## src/rtl/usb_sync_pkg.sv

```systemverilog
// ============================================================================
// Module      : usb_sync_pkg
// Description : Shared types and helpers for the usb_syncfilt synchroniser.
// Revision    : 1.0 - initial release
// ============================================================================
`default_nettype none

package usb_sync_pkg;

    typedef enum logic [0:0] {
        FILT_IDLE = 1'b0,
        FILT_QUAL = 1'b1
    } filt_state_t;

    // Wide enough to hold FILT_CYCLES itself, so cnt+1 never wraps.
    function automatic int cnt_width(input int filt_cycles);
        return $clog2(filt_cycles + 1);
    endfunction

endpackage

`default_nettype wire

```

## src/rtl/usb_syncfilt_chan.sv

```systemverilog
// ============================================================================
// Module      : usb_syncfilt_chan
// Description : One channel: synchroniser chain, stability filter, strobes.
// Revision    : 1.0 - initial release
// ============================================================================
`default_nettype none

module usb_syncfilt_chan
    import usb_sync_pkg::*;
#(
    parameter int   STAGES      = 2,
    parameter int   FILT_CYCLES = 4,
    parameter logic RST_VAL     = 1'b0
) (
    input  logic clock,
    input  logic reset0_sync,
    input  logic datain_async,
    output logic dataout_sync,
    output logic rise_pulse,
    output logic fall_pulse
);

    localparam int              CNT_W    = cnt_width(FILT_CYCLES);
    localparam logic [CNT_W-1:0] CNT_LAST = CNT_W'(FILT_CYCLES - 1);

    logic [STAGES-1:0] sync_q, sync_d;
    filt_state_t       state_q, state_d;
    logic [CNT_W-1:0]  cnt_q, cnt_d;
    logic              dout_q, dout_d;
    logic              rise_q, rise_d;
    logic              fall_q, fall_d;
    logic              sy;
    logic              update;

    always_comb begin
        sync_d  = {sync_q[STAGES-2:0], datain_async};
        sy      = sync_q[STAGES-1];
        state_d = state_q;
        cnt_d   = cnt_q;
        update  = 1'b0;

        case (state_q)
            FILT_IDLE: begin
                if (sy != dout_q) begin
                    // The first differing edge already counts as one qualifying cycle.
                    if (CNT_LAST == '0) begin
                        update = 1'b1;
                    end else begin
                        cnt_d   = CNT_W'(1);
                        state_d = FILT_QUAL;
                    end
                end
            end
            FILT_QUAL: begin
                if (sy == dout_q) begin
                    cnt_d   = '0;
                    state_d = FILT_IDLE;
                end else if (cnt_q == CNT_LAST) begin
                    update  = 1'b1;
                    cnt_d   = '0;
                    state_d = FILT_IDLE;
                end else begin
                    cnt_d = cnt_q + CNT_W'(1);
                end
            end
            default: begin
                cnt_d   = '0;
                state_d = FILT_IDLE;
            end
        endcase

        dout_d = update ? sy : dout_q;
        rise_d = update & sy;
        fall_d = update & ~sy;
    end

    always_ff @(posedge clock) begin
        if (!reset0_sync) begin
            sync_q  <= {STAGES{RST_VAL}};
            state_q <= FILT_IDLE;
            cnt_q   <= '0;
            dout_q  <= RST_VAL;
            rise_q  <= 1'b0;
            fall_q  <= 1'b0;
        end else begin
            sync_q  <= sync_d;
            state_q <= state_d;
            cnt_q   <= cnt_d;
            dout_q  <= dout_d;
            rise_q  <= rise_d;
            fall_q  <= fall_d;
        end
    end

    assign dataout_sync = dout_q;
    assign rise_pulse   = rise_q;
    assign fall_pulse   = fall_q;

endmodule

`default_nettype wire

```

## src/rtl/usb_syncfilt.sv

```systemverilog
// ============================================================================
// Module      : usb_syncfilt
// Description : Multi-channel async-input synchroniser with glitch filter.
// Revision    : 1.0 - initial release
// ============================================================================
`default_nettype none

module usb_syncfilt
    import usb_sync_pkg::*;
#(
    parameter int                  CHANNELS    = 3,
    parameter int                  STAGES      = 2,
    parameter int                  FILT_CYCLES = 4,
    parameter logic [CHANNELS-1:0] DATA_ONRST  = '0
) (
    input  logic                clock,
    input  logic                reset0_sync,
    input  logic [CHANNELS-1:0] datain_async,
    output logic [CHANNELS-1:0] dataout_sync,
    output logic [CHANNELS-1:0] rise_pulse,
    output logic [CHANNELS-1:0] fall_pulse
);

    for (genvar i = 0; i < CHANNELS; i++) begin : g_chan
        usb_syncfilt_chan #(
            .STAGES      (STAGES),
            .FILT_CYCLES (FILT_CYCLES),
            .RST_VAL     (DATA_ONRST[i])
        ) u_chan (
            .clock        (clock),
            .reset0_sync  (reset0_sync),
            .datain_async (datain_async[i]),
            .dataout_sync (dataout_sync[i]),
            .rise_pulse   (rise_pulse[i]),
            .fall_pulse   (fall_pulse[i])
        );
    end

endmodule

`default_nettype wire

```

## config.mk

```make
export PLATFORM = sky130hd
export DESIGN_NAME = usb_syncfilt
export DESIGN_NICKNAME = d
export VERILOG_FILES = /design/src/rtl/usb_sync_pkg.sv /design/src/rtl/usb_syncfilt_chan.sv /design/src/rtl/usb_syncfilt.sv
export SDC_FILE = /design/constraint.sdc
export NUM_CORES = 1
export LEC_CHECK = 0
export BUFFER_PORTS_ARGS = -buffer_cell sky130_fd_sc_hd__buf_2
export CAP_MARGIN = 10
export CORE_UTILIZATION = 50
export DETAILED_ROUTE_END_ITERATION = 8
export MAX_ROUTING_LAYER = met4
export PLACE_DENSITY = 0.78
export REMOVE_ABC_BUFFERS = 1
export SLEW_MARGIN = 25
export SYNTH_ARGS = -nofsm -noshare
export SYNTH_HDL_FRONTEND = slang
export SYNTH_HIERARCHICAL = 1
export SYNTH_SLANG_ARGS = --single-unit
```

## constraint.sdc

```tcl
create_clock -name clock -period 1.8 [get_ports clock]
set_input_delay 0.09 -clock clock [delete_from_list [all_inputs] [get_ports clock]]
set_output_delay 0.09 -clock clock [all_outputs]
set_load 0.01 [all_outputs]
```

==> results of run 1 <==
## path summary, 6_finish.rpt
check                                                endpoint  depth (start not counted)                  startpoint  slack [ns]
worst max register to register    g_chan[1].u_chan/rise_pulse                          3   g_chan[1].u_chan/cnt_q[0]        0.73
worst max-delay path              g_chan[1].u_chan/rise_pulse                          3   g_chan[1].u_chan/cnt_q[0]        0.73
worst min register to register     g_chan[0].u_chan/sync_q[1]                          1  g_chan[0].u_chan/sync_q[0]        0.45
worst min-delay path            g_chan[1].u_chan/dataout_sync                          3                 reset0_sync        0.27
## worst register-to-register path, delay by kind of cell (launching register included)
family	cells	cell delay (ns)
fa+ha+maj	1	0.22
simple gates	2	0.40
flops	1	0.36
## final cells by class
cell class,count,area (um2)
clock inverters,1,7.51
repair buffers,16,95.1
multi-input cells,63,499
clock buffers,3,22.5
flip-flops and latches,27,541
fillers,176,783
well taps,27,33.8
## cells in the mapped netlist
| cell type | n |
|---|---|
| nand4b_1 | 3 |
| xor2_1 | 3 |
| and3b_1 | 3 |
| and4b_1 | 6 |
| dfxtp_1 | 27 |
| ha_1 | 3 |
| o2111a_1 | 3 |
| and2_1 | 6 |
| nand2_1 | 9 |
| buf_2 | 3 |
| and3_1 | 3 |
| mux2i_1 | 9 |
| nand3_1 | 3 |
| xnor2_1 | 3 |
| nand3b_1 | 9 |
## through the flow
step	power, mW	cell area (um2)	setup WS (ns)	cells
2_1_floorplan	0.649	1040	0.810	90
3_3_place_gp	0.666	1140	0.775	130
3_5_place_dp	0.668	1140	0.757	130
4_1_cts	0.932	1200	0.714	137
5_1_grt	0.952	1200	0.658	137
6_report	0.917	1200	0.734	137
## layer usage
metal  global-route usage [%]  vias to the layer above
li1                         -                      371
met4                     6.67                        0
met5                        -                        -
met2                     26.5                       10
met1                     18.8                      320
met3                     3.40                        0
## cell families (layout without fill, tap and decap cells)
group           after synthesis  count (layout)  share of synthesized area (%)
xor+xnor                      6               6                           4.98
simple gates                 42              42                           27.0
flops                        27              27                           51.2
mux                           9               9                           8.54
compound gates                3               3                           3.20
fa+ha+maj                     3               3                           3.56
buf+inv                       3              20                           1.42
## registers in the layout (all words and copies together) (netlist names)
register / count
g_chan.u_chan/rise_pulse: 3
g_chan.u_chan/sync_q: 6
g_chan.u_chan/state_q: 3
g_chan.u_chan/fall_pulse: 3
g_chan.u_chan/cnt_q: 9
g_chan.u_chan/dataout_sync: 3
## power by group through the flow
stage                     registers, mW  logic (mW)  clock network (mW)
after detailed placement          0.633      0.0349                   0
after global routing              0.622      0.0439               0.286
after CTS                         0.620      0.0400               0.273
after global placement            0.632      0.0340                   0
final                             0.620      0.0400               0.258
after floorplan                   0.630      0.0192                   0
==> impl_metrics.env, run 1 <==
export IMPL_status="finished, final reports clean"
export IMPL_wl_met2_um=768
export IMPL_cp_end_kind="register"
export IMPL_slew_headroom_pct=65.3
export IMPL_vias_per_cell=5.12
export IMPL_setup_tns_ns=0
export IMPL_clockBufferDepth=2
export IMPL_p_per_area_nw_per_um2=765
export IMPL_rsz0062_at_grt="no"
export IMPL_met3WireLength_um=39
export IMPL_synthCells=93
export IMPL_io_pins=14
export IMPL_wl_met1_um=784
export IMPL_startpoint_type="register"
export IMPL_num_rows=16
export IMPL_cp_max_fo=3
export IMPL_htreeDepth=1
export IMPL_start_util_pct=53.2
export IMPL_synth_top_area_share_pct=51.2
export IMPL_ctsHoldBuffers=3
export IMPL_slew_viol_final=0
export IMPL_diodes=0
export IMPL_syn_to_final_growth_pct=13.6
export IMPL_grtUsageTotal_pct=16.1
export IMPL_synth_distinct_cells=15
export IMPL_ys_seq_elements=27
export IMPL_portBuffers=13
export IMPL_grt_pass1_wl_um=2460
export IMPL_setup_violations=0
export IMPL_crit_buf_inv=0
export IMPL_clkLatencyLatePin_ns=0.32
export IMPL_cts_resized=0
export IMPL_utilization_pct=60.5
export IMPL_grt_overflow=0
export IMPL_skew_ns=0.00775
export IMPL_final_common_cell="dfxtp_1"
export IMPL_clkTransAtPathRegs_ns=0.14
export IMPL_arrival_ns=1.30
export IMPL_drc_errors=0
export IMPL_irDropWorstVdd_mv=0.389
export IMPL_p_switching_mw=0.202
export IMPL_die_w_um=47.9
export IMPL_final_cell_mix="27 x dfxtp_1, 13 x buf_2, 9 x nand3b_1, 9 x mux2i_1, 9 x nand2_1"
export IMPL_seq_power_share_pct=67.5
export IMPL_clock_fmax_mhz=938
export IMPL_die_y_um=47.9
export IMPL_syn_cell_area_um2=1050
export IMPL_cts_buffers=3
export IMPL_antenna_found_initial=0
export IMPL_cts_root_buf="clkbuf_4"
export IMPL_cpPeakStageDelay_ns=0.36
export IMPL_core_area_um2=1980
export IMPL_tightest_slew_ns=0.521
export IMPL_comb_power_share_pct=4.4
export IMPL_cp_slowest_cell="dfxtp_1"
export IMPL_synth_area_top_cells="dfxtp_1 51%, mux2i_1 8.5%, nand3b_1 6.4%, and4b_1 5.7%, and2_1 3.6%"
export IMPL_swShare_pct=22.0
export IMPL_grt_pass1_vias=614
export IMPL_gp_congestion=0.709
export IMPL_dieArea_um2=2300
export IMPL_dr_pass1_iters=4
export IMPL_period_minus_slack_ns=1.07
export IMPL_numClockSinks=27
export IMPL_finalNetCount=119
export IMPL_postCtsSetupRepairBufs=0
export IMPL_num_vias=701
export IMPL_maxUsedRoutingLayer="met3"
export IMPL_critPathTopFamily="simple AND/OR/NAND/NOR gates"
export IMPL_hold_class="in2reg"
export IMPL_ant_nets=0
export IMPL_drive_gt1_share_pct=15.5
export IMPL_cp_required_ns=2.03
export IMPL_grt_max_degree=37
export IMPL_routedWlPerCell_um=11.6
export IMPL_critPathKind="reg2reg"
export IMPL_drt_total_wl_um=1590
export IMPL_first_iter_violations=12
export IMPL_holdWs_ns=0.269
export IMPL_synth_top_cell_by_area="dfxtp_1"
export IMPL_p_int_mw=0.715
export IMPL_cts_tree="yes"
export IMPL_finalHoldViolations=0
export IMPL_period_share_pct=59.2
export IMPL_avgSynthCellArea_um2=11.3
export IMPL_ys_warnings_count=6
export IMPL_ys_seq_area_share_pct=51.2
export IMPL_maxCapViolCount=0
export IMPL_leakagePower_nw=0.542
export IMPL_dp_hpwl_um=1100
export IMPL_clockPowerShare_pct=28.1
export IMPL_worstPathCellList="ha_1, and3b_1, and4b_1"
Note: power is estimated with default switching activity, not from simulation.
==> inputs of run 2 (changes only) <==
==> constraint.sdc (replaced) <==
create_clock -name clock -period 1.1 [get_ports clock]
set_input_delay 0.055 -clock clock [delete_from_list [all_inputs] [get_ports clock]]
set_output_delay 0.055 -clock clock [all_outputs]
set_load 0.01 [all_outputs]
==> run 2 against run 1 <==
Net effect:
- clock power up 55%
- core utilization increased by 1.1 points
- wire length shrank 1.9%
- register-to-register slack got worse by 0.71 ns
- combinational power increased by 82%
- count of clock-buffer cells in the layout is the same
- non-clock buffer count increased by 1
- highest routed layer unchanged
==> impl_metrics.env, run 2 (synthesis results as in run 1) <==
export IMPL_r2r_start="g_chan[0].u_chan/cnt_q[0]"
export IMPL_cp_required_ns=1.31
export IMPL_dieArea_um2=2300
export IMPL_slew_viol_final=0
export IMPL_min_to="g_chan[1].u_chan/sync_q[1]"
export IMPL_power_total_mw=1.49
export IMPL_routedWlPerCell_um=11.3
export IMPL_critPathKind="reg2reg"
export IMPL_grtUsageTotal_pct=15.4
export IMPL_comb_power_share_pct=4.9
export IMPL_syn_to_final_growth_pct=15.7
export IMPL_dp_hpwl_um=1100
export IMPL_ant_nets=0
export IMPL_worstPathCellList="ha_1, and3b_2, and4b_1"
export IMPL_slew_headroom_pct=79.1
export IMPL_hold_class="in2reg"
export IMPL_swShare_pct=21.0
export IMPL_busiest_layer="met2"
export IMPL_met1_usage_pct=17.8
export IMPL_antenna_found_initial=0
export IMPL_portBuffers=13
export IMPL_grt_overflow=0
export IMPL_setup_violations=0
export IMPL_rrSetupSlack_ns=0.03
export IMPL_gp_congestion=0.720
export IMPL_postCtsSetupRepairBufs=0
export IMPL_fin_area_um2=1220
export IMPL_fillers=169
export IMPL_crit_start="g_chan[0].u_chan/cnt_q[0]"
export IMPL_diodes=0
export IMPL_cts_root_buf="clkbuf_4"
export IMPL_dr_pass1_iters=4
export IMPL_period_minus_slack_ns=1.07
export IMPL_met3_usage_pct=3.40
export IMPL_die_w_um=47.9
export IMPL_period_share_pct=97.4
export IMPL_grt_pass1_vias=607
export IMPL_finalNetCount=120
export IMPL_final_cell_mix="25 x dfxtp_1, 13 x buf_2, 9 x nand3b_1, 9 x mux2i_1, 9 x nand2_1"
export IMPL_cp_end_kind="register"
export IMPL_largest_register="g_chan.u_chan/cnt_q"
export IMPL_final_common_cell="dfxtp_1"
export IMPL_clock_fmax_mhz=933
export IMPL_drt_total_wl_um=1560
export IMPL_place_worst_setup_slack_ns=0.0594
export IMPL_seq_power_share_pct=68.2
export IMPL_layout_setup_ws_ns=0.0284
export IMPL_irDropWorstVdd_mv=0.910
export IMPL_core_area_um2=1980
export IMPL_p_per_area_nw_per_um2=1220
export IMPL_arrival_ns=1.29
export IMPL_skew_ns=0.00736
export IMPL_hold_start="reset0_sync"
export IMPL_rsz0062_at_grt="yes"
export IMPL_cpPeakStageDelay_ns=0.35
export IMPL_cp_slowest_cell="dfxtp_2"
export IMPL_numClockSinks=27
export IMPL_num_rows=16
export IMPL_vias_per_cell=5.18
export IMPL_cts_buffers=3
export IMPL_grt_max_degree=37
export IMPL_clkTransAtPathRegs_ns=0.14
export IMPL_first_iter_violations=11
export IMPL_finalHoldViolations=0
export IMPL_leakagePower_nw=0.555
export IMPL_drive_gt1_share_pct=18.9
export IMPL_startpoint_type="register"
export IMPL_start_util_pct=53.2
export IMPL_cp_max_fo=3
export IMPL_clkLatencyLatePin_ns=0.31
export IMPL_dpl_cell_area_um2=1160
export IMPL_reg_largest_list="g_chan.u_chan/cnt_q (9), g_chan.u_chan/sync_q (6)"
export IMPL_die_y_um=47.9
export IMPL_status="finished, final reports clean"
export IMPL_met2_usage_pct=26.2
export IMPL_io_pins=14
export IMPL_num_vias=715
export IMPL_tightest_slew_ns=0.312
export IMPL_grt_pass1_wl_um=2390
export IMPL_largest_reg_flops=9
export IMPL_p_switching_mw=0.313
export IMPL_timing_rr_end="g_chan[0].u_chan/rise_pulse"
export IMPL_htreeDepth=1
export IMPL_clockBufferDepth=2
export IMPL_reg2regPathDepth=3
export IMPL_clockPowerShare_pct=26.9
export IMPL_p_int_mw=1.18
export IMPL_maxCapViolCount=0
export IMPL_drc_errors=0
export IMPL_whs_path_depth=3
export IMPL_cts_tree="yes"
-- run 2: cell count changes in the layout (fill, tap and decap cells not counted) --
cell	delta
dfxtp_2	+2
and3b_2	+1
clkinvlp_4	-1
clkinv_2	+1
buf_12	+1
dfxtp_1	-2
and3b_1	-1
-- run 2: worst max-delay path: cells and delay by family (launching register included) --
family	cells	cell delay (ns)
adders and majority gates	1	0.21
DFF	1	0.35
and+or+nand+nor	2	0.42
-- run 2: layout make-up --
class	instances	area, um2	area share, %
clock inverters	1	5.00	0.410
clock buffers	3	22.5	1.85
well taps	27	33.8	2.77
repair buffers	17	115	9.44
flip-flops and latches	27	543	44.5
multi-input cells	63	500	41.0
-- run 2: through the flow --
stage	hold WS, ns	util [%]	TNS, ns	cells
2_1_floorplan	0.177	-	0	90
3_5_place_dp	0.266	58.5	0	131
5_1_grt	0.154	61.6	-0.0398	138
4_1_cts	0.147	61.4	0	138
6_report	0.168	61.6	0	138
3_3_place_gp	0.265	58.5	0	131
-- run 2: routing by layer --
layer	part of all wire (%)	routed length, um
met3	2.8	44
met1	48	755
met5	0	0
met4	0	0
met2	49	760
-- run 2: worst max-delay path by stage --
stage                                    end  slack (ns)  cells past startpoint
2_1_floorplan    g_chan[0].u_chan/rise_pulse        0.11                      3
3_3_place_gp     g_chan[0].u_chan/rise_pulse        0.08                      3
3_5_place_dp     g_chan[2].u_chan/rise_pulse        0.06                      3
4_1_cts          g_chan[0].u_chan/rise_pulse        0.04                      3
5_1_grt        g_chan[0].u_chan/dataout_sync       -0.02                      3
6_report         g_chan[0].u_chan/rise_pulse        0.03                      3
-- run 2: power by group through the flow --
stage	sequential, mW	clock [mW]	combinational [mW]
after floorplan	1.03	0	0.0315
after detailed placement	1.04	0	0.0655
after CTS	1.01	0.433	0.0736
final	1.01	0.401	0.0730
after global routing	1.02	0.463	0.0805
after global placement	1.03	0	0.0643
-- run 2: repair_timing --
action	CTS	global route
hold endpoints to repair	3	0
hold buffers	3	0
setup endpoints to repair	0	4
gates resized for setup	0	3
